$ cat config.mk
export PLATFORM = sky130hd
export DESIGN_NAME = color_sequencer
export DESIGN_NICKNAME = d
export VERILOG_FILES = /design/src/rtl/color_sequencer.sv
export SDC_FILE = /design/constraint.sdc
export NUM_CORES = 1
export LEC_CHECK = 0
export ABC_AREA = 1
export CAP_MARGIN = 5
export CORE_MARGIN = 4
export CORE_UTILIZATION = 53
export CTS_CLUSTER_DIAMETER = 50
export DETAILED_ROUTE_END_ITERATION = 7
export GPL_ROUTABILITY_DRIVEN = 1
export PLACE_DENSITY = 0.73
export SYNTH_ARGS = -nofsm -noshare
export SYNTH_HDL_FRONTEND = slang
export SYNTH_SLANG_ARGS = --single-unit
$ cat constraint.sdc
create_clock -name clk -period 4.1 [get_ports clk]
set_input_delay 0.82 -clock clk [delete_from_list [all_inputs] [get_ports clk]]
set_output_delay 0.82 -clock clk [all_outputs]
set_load 0.02 [all_outputs]
$ cat src/rtl/color_sequencer.sv
// color_sequencer: owns the display colour index and steps it through lo..hi,
// holding each value for a programmable number of step ticks. A second source
// can inject a one-shot override colour through a valid/ready handshake; the
// running sequence is parked during the override and resumes where it stopped.
// Optional build macro COLOR_PINGPONG_EN: bounce between lo and hi instead of
// wrapping from hi back to lo.
module color_sequencer #(
  parameter int CW            = 4,
  parameter int DWELL_W       = 8,
  parameter int DEFAULT_LO    = 2,
  parameter int DEFAULT_HI    = 5,
  parameter int DEFAULT_DWELL = 2
) (
  input  logic               clk,
  input  logic               rst,
  input  logic               tick,
  input  logic               start,
  input  logic               stop,
  input  logic               cfg_we,
  input  logic [CW-1:0]      cfg_lo,
  input  logic [CW-1:0]      cfg_hi,
  input  logic [DWELL_W-1:0] cfg_dwell,
  output logic               cfg_err,
  input  logic               ovr_valid,
  input  logic [CW-1:0]      ovr_color,
  output logic               ovr_ready,
  output logic [CW-1:0]      color,
  output logic               running,
  output logic               wrap
);

  typedef enum logic [1:0] {IDLE, RUN, OVR} state_t;

  state_t state, state_nxt;

  logic [CW-1:0]      lo, hi, saved_color, step_color;
  logic [DWELL_W-1:0] dwell, dwell_cnt, saved_cnt, ovr_cnt, last_cnt;
  logic               cfg_err_r, wrap_r, step_wrap;
  logic               accept, run_last, ovr_last;
`ifdef COLOR_PINGPONG_EN
  logic               dir, saved_dir, step_dir;
`endif

  // A stored dwell of 0 behaves like 1, so the final count index is 0 either way.
  assign last_cnt = (dwell == '0) ? '0 : dwell - 1'b1;
  assign accept   = (state == RUN) && ovr_valid && !stop;
  assign run_last = tick && (dwell_cnt == last_cnt);
  assign ovr_last = tick && (ovr_cnt == last_cnt);

  assign ovr_ready = (state == RUN);
  assign running   = (state != IDLE);
  assign cfg_err   = cfg_err_r;
  assign wrap      = wrap_r;

  // State register.
  always_ff @(posedge clk) begin
    if (rst) state <= IDLE;
    else     state <= state_nxt;
  end

  // Next-state decode; stop overrides every other request.
  always_comb begin
    state_nxt = state;
    if (stop) begin
      state_nxt = IDLE;
    end else begin
      case (state)
        IDLE:    if (start)    state_nxt = RUN;
        RUN:     if (accept)   state_nxt = OVR;
        OVR:     if (ovr_last) state_nxt = RUN;
        default: state_nxt = IDLE;
      endcase
    end
  end

  // Colour that follows the current one at the end of a dwell period.
`ifdef COLOR_PINGPONG_EN
  always_comb begin
    step_color = color;
    step_wrap  = 1'b0;
    step_dir   = dir;
    if (lo == hi) begin
      step_color = lo;
    end else if (dir) begin
      if (color >= hi) begin
        step_color = color - 1'b1;
        step_dir   = 1'b0;
      end else begin
        step_color = color + 1'b1;
        if (step_color == hi) begin
          step_wrap = 1'b1;
          step_dir  = 1'b0;
        end
      end
    end else begin
      if (color <= lo) begin
        step_color = color + 1'b1;
        step_dir   = 1'b1;
      end else begin
        step_color = color - 1'b1;
        if (step_color == lo) begin
          step_wrap = 1'b1;
          step_dir  = 1'b1;
        end
      end
    end
  end
`else
  always_comb begin
    step_color = color + 1'b1;
    step_wrap  = 1'b0;
    if (color >= hi) begin
      step_color = lo;
      step_wrap  = 1'b1;
    end
  end
`endif

  // Colour, configuration, dwell counters and the override save slot.
  always_ff @(posedge clk) begin
    if (rst) begin
      color     <= CW'(DEFAULT_LO);
      lo        <= CW'(DEFAULT_LO);
      hi        <= CW'(DEFAULT_HI);
      dwell     <= DWELL_W'(DEFAULT_DWELL);
      dwell_cnt <= '0;
      ovr_cnt   <= '0;
      cfg_err_r <= 1'b0;
      wrap_r    <= 1'b0;
`ifdef COLOR_PINGPONG_EN
      dir       <= 1'b1;
`endif
    end else begin
      cfg_err_r <= 1'b0;
      wrap_r    <= 1'b0;
      if (stop) begin
        dwell_cnt <= '0;
        ovr_cnt   <= '0;
      end else begin
        case (state)
          IDLE: begin
            if (start) begin
              color     <= lo;
              dwell_cnt <= '0;
`ifdef COLOR_PINGPONG_EN
              dir       <= 1'b1;
`endif
            end
            if (cfg_we) begin
              if (cfg_lo <= cfg_hi) begin
                lo    <= cfg_lo;
                hi    <= cfg_hi;
                dwell <= cfg_dwell;
              end else begin
                cfg_err_r <= 1'b1;
              end
            end
          end
          RUN: begin
            if (accept) begin
              saved_color <= color;
              saved_cnt   <= dwell_cnt;
`ifdef COLOR_PINGPONG_EN
              saved_dir   <= dir;
`endif
              color       <= ovr_color;
              ovr_cnt     <= '0;
            end else if (tick) begin
              if (run_last) begin
                dwell_cnt <= '0;
                color     <= step_color;
                wrap_r    <= step_wrap;
`ifdef COLOR_PINGPONG_EN
                dir       <= step_dir;
`endif
              end else begin
                dwell_cnt <= dwell_cnt + 1'b1;
              end
            end
          end
          OVR: begin
            if (tick) begin
              if (ovr_last) begin
                color     <= saved_color;
                dwell_cnt <= saved_cnt;
                ovr_cnt   <= '0;
`ifdef COLOR_PINGPONG_EN
                dir       <= saved_dir;
`endif
              end else begin
                ovr_cnt <= ovr_cnt + 1'b1;
              end
            end
          end
          default: ;
        endcase
      end
    end
  end

endmodule

After elaboration in Yosys (flattened, before gate mapping)
Index checks and enable logic that the tools add are counted.

Output and inout port bits: 8. Logic and storage cells: 81. Input bits: 27. Flip-flop bits (word level): 52.

Mux-type cells: 26. Magnitude comparators: 2. Add/sub/neg operators: 4. Equal/unequal tests: 12. Reduce and logical (&&, ||, !) cells: 19. Bitwise logic cells: 7.

Operators by type and width (count): 2-to-1 mux 8 bit (10); 2-to-1 mux 4 bit (7); case mux 8 bit (3 select lines) (1); adder 8 x 1 -> 8 bit (second input constant) (2); equality test 8 bit (2); case mux 8 bit (2 select lines) (1); case mux 4 bit (3 select lines) (1); inequality test 2 bit (second input constant) (5); zero test 8 bit (1); AND reduction 4 bit (2); subtractor 8 x 1 -> 8 bit (second input constant) (1); inverter 1 bit (7); AND reduction 7 bit (1); 2-to-1 mux 2 bit (3); case mux 2 bit (3 select lines) (1); AND reduction 3 bit (2); AND reduction 6 bit (1); OR reduction 6 bit (1); adder 4 x 1 -> 4 bit (second input constant) (1); >= comparator 4 bit (1); <= comparator 4 bit (1); logical AND 1 bit (4); nonzero test 2 bit (2); OR reduction 4 bit (1); other kinds (10) (11).

Depth between registers and ports, before layout
Gate-level depths: netlist of the first run.

Depth in word-level cells: 8. Mapped depth: 20. Mapped depth without buffers: 18.

Worst setup path before layout of the first run
OpenSTA, ideal clock, no wires.

Kind: flip-flop to flip-flop. Start: register state[1]. End: register saved_cnt[0], enable pin. Stages on the path, launching flop included: 8. Clock period less this slack: 2.257 ns. Slack: 1.843 ns. Buffers on the path: 1. Arrival time: 1.877 ns. Library setup time: 0.381 ns. Data required time: 3.719 ns. Cell sequence: dfxtp_1 -> inv_1 -> ha_1 -> buf_4 -> inv_6 -> nor3_4 -> inv_1 -> nor2_1.

Cells in the longest elaborated chain, start to end: 4.

Ends and longest elaborated chain: from (decl) (line 34) `state_t state, state_nxt;`; from (signal assigned) (line 58) `else state <= state_nxt;`; equality test 2 x 1 -> 1 bit (*); via ovr_ready (line 26) `output logic ovr_ready,`; logical AND 1 bit (2 in a row) (line 46) `assign accept = (state == RUN) && ovr_valid && !stop;`; AND reduction 4 bit (no line) (*); to (signal assigned) (line 162) `saved_cnt <= dwell_cnt;`; to (decl) (line 37) `logic [DWELL_W-1:0] dwell, dwell_cnt, saved_cnt, ovr_cnt, last_cnt;`.

Mark *: on every way through the listed nets, which the timed path passes. The rest lies on a longest branch. A chain may end at the register's enable or synchronous reset.

Worst setup path after layout of the first run
Start: input cfg_hi[3]. End: register dwell[1].

Cells in the longest elaborated chain, start to end: 2.

Ends and longest elaborated chain: from (decl) (line 21) `input logic [CW-1:0] cfg_hi,`; <= comparator 4 bit (line 150) `if (cfg_lo <= cfg_hi) begin`; AND reduction 4 bit (no line); to (signal assigned) (line 125) `dwell <= DWELL_W'(DEFAULT_DWELL);`; to (signal assigned) (line 153) `dwell <= cfg_dwell;`; to (decl) (line 37).

No other way between the ends.

==> results of run 1 <==
-- through the flow --
step	instances	area, µm²	worst slack [ns]
2_1_floorplan	479	3250	1.84
6_report	585	3720	1.25
3_5_place_dp	577	3630	0.897
4_1_cts	585	3720	1.24
5_1_grt	585	3720	1.01
3_3_place_gp	577	3630	1.02
-- worst min path at each step --
stage                 startpoint            to  cells past startpoint
global placement    dwell_cnt[4]  saved_cnt[4]                      0
global route               hi[3]         hi[3]                      2
floorplan           dwell_cnt[3]  saved_cnt[3]                      0
CTS                 dwell_cnt[4]  saved_cnt[4]                      0
detailed placement  dwell_cnt[4]  saved_cnt[4]                      0
finish                     hi[3]         hi[3]                      2
-- per-layer routing --
metal  wire length (µm)  part of all wire  track usage  vias to the layer above
li1                   -                 -            -                     1598
met1               3460              0.45        0.287                     1365
met2               3730              0.49        0.379                       86
met3                402             0.052       0.0342                        6
met4                 79             0.010       0.0538                        0
met5                  0                 0            0                        -
-- cell families (layout without fill, tap and decap cells) --
| group | after synthesis | count (layout) | synth area share |
|---|---|---|---|
| AO/OA/AOI/OAI | 68 | 68 | 0.112 |
| XOR/XNOR | 11 | 11 | 0.0296 |
| adder cells (fa/ha/maj) | 16 | 16 | 0.0615 |
| buffers and inverters | 73 | 104 | 0.0923 |
| flip-flops | 52 | 52 | 0.357 |
| AND/OR/NAND/NOR | 259 | 259 | 0.347 |
-- area by class of cell --
cell class              instances  area [µm²]
fillers                       569        2240
multi-input cells             354        1790
flip-flops and latches         52        1160
repair buffers                 35         348
inverters                      61         234
well taps                      75        93.8
clock buffers                   5        68.8
clock inverters                 3        22.5
-- power groups by stage --
stage / Sequential, µW / Combinational [µW] / Clock (µW)
final: 567 / 268 / 306
after global routing: 570 / 307 / 338
after CTS: 566 / 267 / 315
after detailed placement: 578 / 266 / 0
after global placement: 578 / 261 / 0
after floorplan: 576 / 187 / 0
-- cell usage after synthesis --
cell type | instances | share of area
a21oi_1 | 35 | 0.054
a21oi_2 | 2 | 0.0054
a31oi_1 | 1 | 0.0019
a32o_1 | 1 | 0.0031
buf_2 | 2 | 0.0031
buf_4 | 1 | 0.0023
buf_6 | 2 | 0.0069
clkbuf_1 | 7 | 0.0081
clkinv_1 | 1 | 0.0012
dfxtp_1 | 40 | 0.25
edfxtp_1 | 12 | 0.11
ha_1 | 16 | 0.062
inv_1 | 54 | 0.062
inv_2 | 5 | 0.0058
inv_6 | 1 | 0.0027
nand2_1 | 134 | 0.15
nand2_2 | 4 | 0.0077
nand3_1 | 36 | 0.055
nand3_4 | 1 | 0.0054
nand3b_1 | 2 | 0.0046
nand4_1 | 3 | 0.0058
nor2_1 | 60 | 0.069
nor2_2 | 3 | 0.0058
nor2_4 | 1 | 0.0035
nor3_1 | 10 | 0.015
nor3_4 | 2 | 0.010
nor3b_1 | 1 | 0.0023
nor3b_2 | 1 | 0.0038
nor4_2 | 1 | 0.0038
o211ai_1 | 3 | 0.0069
o21ai_0 | 24 | 0.037
o21bai_1 | 1 | 0.0023
o22ai_1 | 1 | 0.0019
xor2_1 | 11 | 0.030
-- worst max-delay path, delay by kind of cell --
family | cells | cell delay (ns)
simple gates | 3 | 0.69
buf+inv | 4 | 0.85
compound gates | 3 | 0.39
fa+ha+maj | 1 | 0.28
-- state kept, by name, indices dropped and copies added (netlist names) --
name         cells
hi               4
dwell            8
state            2
dwell_cnt        8
saved_color      4
wrap             1
cfg_err          1
color            4
ovr_cnt          8
saved_cnt        8
lo               4
==> flow_summary_export.csv, run 1 <==
group,metric,value,unit
run_status,status,"complete, no violations",
layout,final_cell_mix,"nand2_1, nor2_1, inv_1, dfxtp_1, nand3_1",
setup_path,critPathLaunch,"cfg_hi[3]",
grt,overflow,0,
sta,finalSetupViolCount,0,
clocking,clk_latency,0.31,ns
clocking,numClockSinks,52,
drt,wl_per_cell,13.1,µm
sta,max-slew-margin-rel,0.450,
clocking,clockBufferDepth,2,
power,intPower,774,µW
clocking,cts_resized,0,
drt,totalWireLength,7670,µm
setup_path,critPathMaxStageDelay,0.51,ns
sta,worst_pin_slew,0.823,ns
sta,timing.hold.ws,0.472,ns
power,seqPwrFrac,0.497,
clocking,ctsHoldBuffers,0,
logic_synthesis,synth_area,0.00325,mm²
layout,drive_gt1_frac,0.0588,
layout,final_util,0.625,
clocking,tritoncts,"yes",
logic_synthesis,syn_inst,479,
setup_path,r2r-end,"ovr_cnt[7]",
setup_path,cp-endpoint,"dwell[1]",
clocking,htree_levels,2,
clocking,clock-root-buffer,"clkbuf_8",
setup_path,cp_max_fo,26,
power,netSwitchingPower,367,µW
setup_path,r2r_start,"state[1]",
setup_path,cp.required,4.28,ns
grt,antenna_found_initial,0,
layout,layout_commonest_cell,"nand2_1",
layout,n_antenna_cell,0,
sta,skew,0.0104,ns
layout,nets,552,
drt,ant_nets,0,
die,die_h,86.3,µm
drt,first_pass_iters,5,
placement,dpl.hpwl,5940,µm
die,start_util,0.546,
clocking,cts_buffers,5,
power,peakVddDrop,0.186,mV
sta,tns,0,ns
die,rows,28,
clocking,clk_pin_slew,0.10,ns
power,pwr_density_cell,307,mW/mm²
setup_path,ff2ff_path_depth,11,
power,p_comb_frac,0.235,
power,p_sw_frac,0.321,
drt,num_vias,3055,
sta,finalCritPeriodShare,0.694,
logic_synthesis,yosys_warnings,0,
clocking,cts_setup_buffers,0,
drt,drc,0,
logic_synthesis,avgSynthCellArea,6.79,µm²
grt,grt_max_degree,27,
die,die_x,86.3,µm
placement,gp_congestion,0.876,
sta,finalCriticalPeriod,2.85,ns
sta,drv_slew,0,
worst_hold_path,hold_class,"reg -> reg",
setup_path,crit_chain,"clkdlybuf4s50_1 > inv_1 > ha_1 > nand2_1 > inv_1 > o21ai_0 > a32o_1 > nand2_1 > inv_1 > nand2_1 > o211ai_1",
setup_path,r2r_slack,1.51,ns
logic_synthesis,synth.distinct_cells,34,
sta,hold_viol_final,0,
power,leakagePower,0.00164,µW
flow_run,drv_cap,0,
setup_path,worstPathArrival,3.03,ns
sta,grt_setup_unrepaired,"false",
grt,grt_pass1_wl,13200,µm
sta,max_freq,0.351,GHz
logic_synthesis,ys_ff_latch,52,
power,finalPower,1140,µW
grt,track_usage,0.220,
setup_path,critPathSlowestCell,"nand2_1",
die,boundaryPins,35,
setup_path,cp-end-kind,"flip-flop",
die,dieArea,0.00746,mm²
drt,detail_route.vias_per_cell,5.22,
logic_synthesis,synth_fp_nets,522,
placement,portBuffers,34,
die,core,0.00596,mm²
grt,grt_pass1_vias,2910,
setup_path,worstSetupPathType,"in -> reg",
layout,area_delta_synth_final,14.3,%
setup_path,crit_path_start_kind,"input pin",
logic_synthesis,ys_seq_area_frac,0.357,
drt,drtIter0Drc,197,
power,clkPwrFrac,0.268,
No activity file was read; power rests on OpenSTA's default activity.
==> inputs of run 2 (changes only) <==
--- a/config.mk
+++ b/config.mk
@@ -8,7 +8,7 @@
 export ABC_AREA = 1
 export CAP_MARGIN = 5
 export CORE_MARGIN = 4
-export CORE_UTILIZATION = 53
+export CORE_UTILIZATION = 51
 export CTS_CLUSTER_DIAMETER = 50
 export DETAILED_ROUTE_END_ITERATION = 7
 export GPL_ROUTABILITY_DRIVEN = 1
==> constraint.sdc (replaced) <==
create_clock -name clk -period 2.5 [get_ports clk]
set_input_delay 0.5 -clock clk [delete_from_list [all_inputs] [get_ports clk]]
set_output_delay 0.5 -clock clk [all_outputs]
set_load 0.02 [all_outputs]
==> flow_summary_export.csv, run 2 (synthesis gave the netlist of run 1 again) <==
group,metric,value,unit
setup_path,r2r_slack,0.13,ns
die,die_x,87.9,µm
setup_path,cp_max_fo,15,
grt,grt_max_degree,21,
placement,place_area,0.00370,mm²
flow_run,drv_cap,0,
clocking,ctsHoldBuffers,0,
layout,nets,563,
power,leakagePower,0.00171,µW
sta,worst_pin_slew,0.505,ns
clocking,clk_pin_slew,0.09,ns
drt,ant_nets,0,
grt,overflow,0,
layout,final_cell_mix,"nand2_1, nor2_1, inv_1, dfxtp_1, nand3_1",
clocking,cts_buffers,5,
power,finalPower,1970,µW
clocking,clk_latency,0.31,ns
grt,antenna_found_initial,0,
power,netSwitchingPower,589,µW
sta,drv_slew,0,
layout,area_delta_synth_final,17.7,%
setup_path,crit_path_start_kind,"flip-flop",
power,pwr_density_cell,513,mW/mm²
grt,track_usage,0.221,
drt,num_vias,3189,
power,clkPwrFrac,0.290,
drt,first_pass_iters,4,
placement,dpl.hpwl,6360,µm
power,p_sw_frac,0.300,
clocking,htree_levels,2,
die,die_h,87.9,µm
sta,max_freq,0.422,GHz
die,boundaryPins,35,
worst_hold_path,hold_class,"reg -> reg",
setup_path,worstSetupPathType,"reg -> reg",
layout,layout_commonest_cell,"nand2_1",
clocking,clockBufferDepth,2,
power,seqPwrFrac,0.473,
placement,gp_congestion,0.958,
setup_path,worstPathArrival,2.58,ns
layout,drive_gt1_frac,0.0825,
power,p_comb_frac,0.237,
setup_path,cp-end-kind,"flip-flop",
setup_path,cp.required,2.71,ns
drt,drc,0,
die,dieArea,0.00772,mm²
clocking,tritoncts,"yes",
sta,timing.hold.ws,0.478,ns
layout,num-fill-cells,589,
sta,finalCritPeriodShare,0.949,
die,core,0.00606,mm²
drt,wl_per_cell,13.7,µm
die,rows,28,
clocking,numClockSinks,52,
layout,n_antenna_cell,0,
die,start_util,0.537,
clocking,clock-root-buffer,"clkbuf_8",
sta,max-slew-margin-rel,0.663,
drt,drtIter0Drc,220,
run_status,status,"complete, no violations",
layout,postLayoutCellArea,0.00383,mm²
drt,totalWireLength,8140,µm
power,peakVddDrop,0.415,mV
sta,hold_viol_final,0,
grt,grt_pass1_wl,13500,µm
sta,skew,0.0102,ns
grt,grt_pass1_vias,3024,
drt,detail_route.vias_per_cell,5.35,
placement,portBuffers,34,
sta,finalSetupViolCount,0,
power,intPower,1380,µW
sta,finalCriticalPeriod,2.37,ns
## run 2: changes by cell type in the layout (fill, tap and decap cells not counted), sizes merged
cell / change
nand2: +1
bufinv: +1
clkbuf: +1
inv: -1
clkinv: -1
buf: +10
## run 2: power groups by stage
stage          Combinational [µW]  Sequential [µW]  Clock [µW]
6_report                      466              930         569
3_5_place_dp                  452              948           0
2_1_floorplan                 307              945           0
4_1_cts                       454              930         590
3_3_place_gp                  444              948           0
5_1_grt                       523              935         628
## run 2: timing repair
item,4_1_cts,5_1_grt
endpoints found under the setup margin,0,15
endpoints found under the hold margin,0,0
resized for setup,0,5
buffers inserted,0,0
## run 2: worst paths after layout
kind | depth (start not counted) | from | to
min reg2reg | 0 | dwell_cnt[4] | saved_cnt[4]
min | 0 | dwell_cnt[4] | saved_cnt[4]
max reg2reg | 17 | dwell[1] | dwell_cnt[3]
max | 17 | dwell[1] | dwell_cnt[3]
## run 2: metrics by stage
step / instances / setup WS, ns / setup TNS, ns / util
after floorplan: 479 / 0.243 / 0 / -
after CTS: 595 / 0.121 / 0 / 0.629
after detailed placement: 587 / 0.0736 / 0 / 0.611
after global placement: 587 / 0.131 / 0 / 0.611
after global routing: 596 / -0.0213 / -0.0242 / 0.632
final: 596 / 0.128 / 0 / 0.632
## run 2: layout make-up
cell class              count  area [µm²]  share of cell area
flip-flops and latches     52        1160               0.303
repair buffers             45         423               0.110
clock inverters             2        35.0             0.00915
clock buffers               6        72.6              0.0189
inverters                  61         234              0.0611
multi-input cells         355        1810               0.473
well taps                  75        93.8              0.0245
## run 2: metal layers
layer | GRT usage | wire (µm) | part of all wire | vias to the layer above
met2 | 0.371 | 3900 | 0.48 | 97
met3 | 0.0376 | 474 | 0.058 | 14
li1 | - | - | - | 1620
met4 | 0.0976 | 176 | 0.022 | 0
met1 | 0.279 | 3600 | 0.44 | 1458
met5 | 0 | 0 | 0 | -
## run 2: worst max-delay path, cell delays in order (launching register included)
cell and delay, ns:
dfxtp_1 0.33, inv_1 0.08, ha_1 0.24, nand2_1 0.12, nor2_2 0.18, nand2_2 0.14
nand3_1 0.14, nand2_1 0.07, nand2_1 0.07, nand2_1 0.05, nor2_1 0.12, nand2_1 0.14
nand2_2 0.15, nand3_4 0.18, inv_1 0.12, nand2_1 0.05, nand2_1 0.05, nor2_1 0.03
==> inputs of run 3 (changes only) <==
--- a/config.mk
+++ b/config.mk
@@ -7,7 +7,6 @@
 export LEC_CHECK = 0
 export ABC_AREA = 1
 export CAP_MARGIN = 5
-export CORE_MARGIN = 4
 export CORE_UTILIZATION = 51
 export CTS_CLUSTER_DIAMETER = 50
 export DETAILED_ROUTE_END_ITERATION = 7
==> flow_summary_export.csv, run 3 (synthesis gave the netlist of run 1 again) <==
group,metric,value,unit
drt,drtIter0Drc,229,
layout,area_delta_synth_final,17.8,%
clocking,cts_resized,0,
layout,nets,566,
sta,max_freq,0.434,GHz
drt,wl_per_cell,13.5,µm
die,die_h,81.9,µm
sta,grt_setup_unrepaired,"false",
die,dieArea,0.00670,mm²
layout,postLayoutCellArea,0.00383,mm²
worst_hold_path,hold_class,"reg -> reg",
setup_path,critPathMaxStageDelay,0.33,ns
grt,grt_pass1_wl,13300,µm
power,peakVddDrop,0.304,mV
die,boundaryPins,35,
clocking,ctsHoldBuffers,0,
run_status,status,"complete, no violations",
setup_path,worstPathArrival,2.52,ns
clocking,numClockSinks,52,
setup_path,cp_max_fo,15,
clocking,cts_setup_buffers,0,
sta,skew,0.00622,ns
drt,drc,0,
sta,finalCritPeriodShare,0.921,
clocking,clk_latency,0.31,ns
placement,dpl.hpwl,6140,µm
clocking,clk_pin_slew,0.09,ns
layout,drive_gt1_frac,0.0878,
drt,num_vias,3170,
die,start_util,0.540,
sta,max-slew-margin-rel,0.654,
die,rows,28,
sta,finalSetupViolCount,0,
grt,antenna_found_initial,0,
power,leakagePower,0.00169,µW
power,pwr_density_cell,489,mW/mm²
grt,overflow,0,
drt,detail_route.vias_per_cell,5.29,
die,die_x,81.9,µm
sta,tns,0,ns
grt,grt_max_degree,21,
grt,track_usage,0.261,
setup_path,worstSetupPathType,"reg -> reg",
placement,place_area,0.00373,mm²
clocking,htree_levels,2,
sta,worst_pin_slew,0.518,ns
setup_path,critPathSlowestCell,"dfxtp_1",
layout,layout_commonest_cell,"nand2_1",
layout,n_antenna_cell,0,
sta,finalCriticalPeriod,2.30,ns
sta,hold_viol_final,0,
placement,portBuffers,34,
setup_path,cp-end-kind,"flip-flop",
flow_run,drv_cap,0,
grt,grt_pass1_vias,2859,
setup_path,crit_chain,"inv_1 > ha_2 > nand2_1 > nor2_2 > nand2_2 > nand3_1 > nand2_1 > nand2_1 > nand2_1 > nor2_1 > nand2_1 > nand2_2 > nand3_4 > inv_1 > nand2_1 > nand2_1 > nor2_1",
drt,first_pass_iters,6,
setup_path,cp.required,2.72,ns
clocking,clock-root-buffer,"clkbuf_8",
clocking,cts_buffers,5,
placement,gp_congestion,1.03,
die,core,0.00603,mm²
clocking,tritoncts,"yes",
setup_path,crit_path_start_kind,"flip-flop",
sta,drv_slew,0,
drt,totalWireLength,8060,µm
drt,ant_nets,0,
setup_path,cpMostUsedCell,"nand2_1",
layout,final_cell_mix,"nand2_1, nor2_1, inv_1, dfxtp_1, nand3_1",
clocking,clockBufferDepth,2,
## run 3: path summary, 6_finish.rpt
check / from / endpoint / slack [ns] / cells past startpoint
worst min-delay path: dwell_cnt[3] / saved_cnt[3] / 0.48 / 0
worst max-delay path: dwell[1] / dwell_cnt[3] / 0.20 / 17
worst min register to register: dwell_cnt[3] / saved_cnt[3] / 0.48 / 0
worst max register to register: dwell[1] / dwell_cnt[3] / 0.20 / 17
## run 3: power breakdown
group	total (µW)	internal, µW	switching [µW]
logic	471	189	282
registers	928	893	34.8
clock network	474	195	279
## run 3: worst max-delay path: cells and delay by family, from the launching register on
family / cells / cell delay [ns]
adders and majority gates: 1 / 0.25
buffers and inverters: 2 / 0.20
and+or+nand+nor: 14 / 1.42
DFF: 1 / 0.33
## run 3: per-layer routing
metal | wire length [µm] | GRT usage | vias up
met2 | 3790 | 0.432 | 93
met4 | 144 | 0.0860 | 0
met1 | 3710 | 0.341 | 1437
met3 | 423 | 0.0433 | 13
met5 | 0 | 0 | -
li1 | - | - | 1627
## run 3: layout make-up
type,instances,area [µm²]
fill,584,2190
multi-input combinational,355,1810
sequential,52,1160
timing repair buffer,48,445
inverter,61,234
tap,75,93.8
clock buffer,6,72.6
clock inverter,2,11.3
## run 3: through the flow
step	setup WS, ns	instances	total power [µW]	util	hold WS (ns)
2_1_floorplan	0.243	479	1250	-	0.430
6_report	0.197	599	1870	0.636	0.481
5_1_grt	0.00155	599	1980	0.636	0.495
3_5_place_dp	0.152	590	1400	0.618	0.461
4_1_cts	0.201	598	1870	0.632	0.485
3_3_place_gp	0.187	590	1400	0.618	0.459
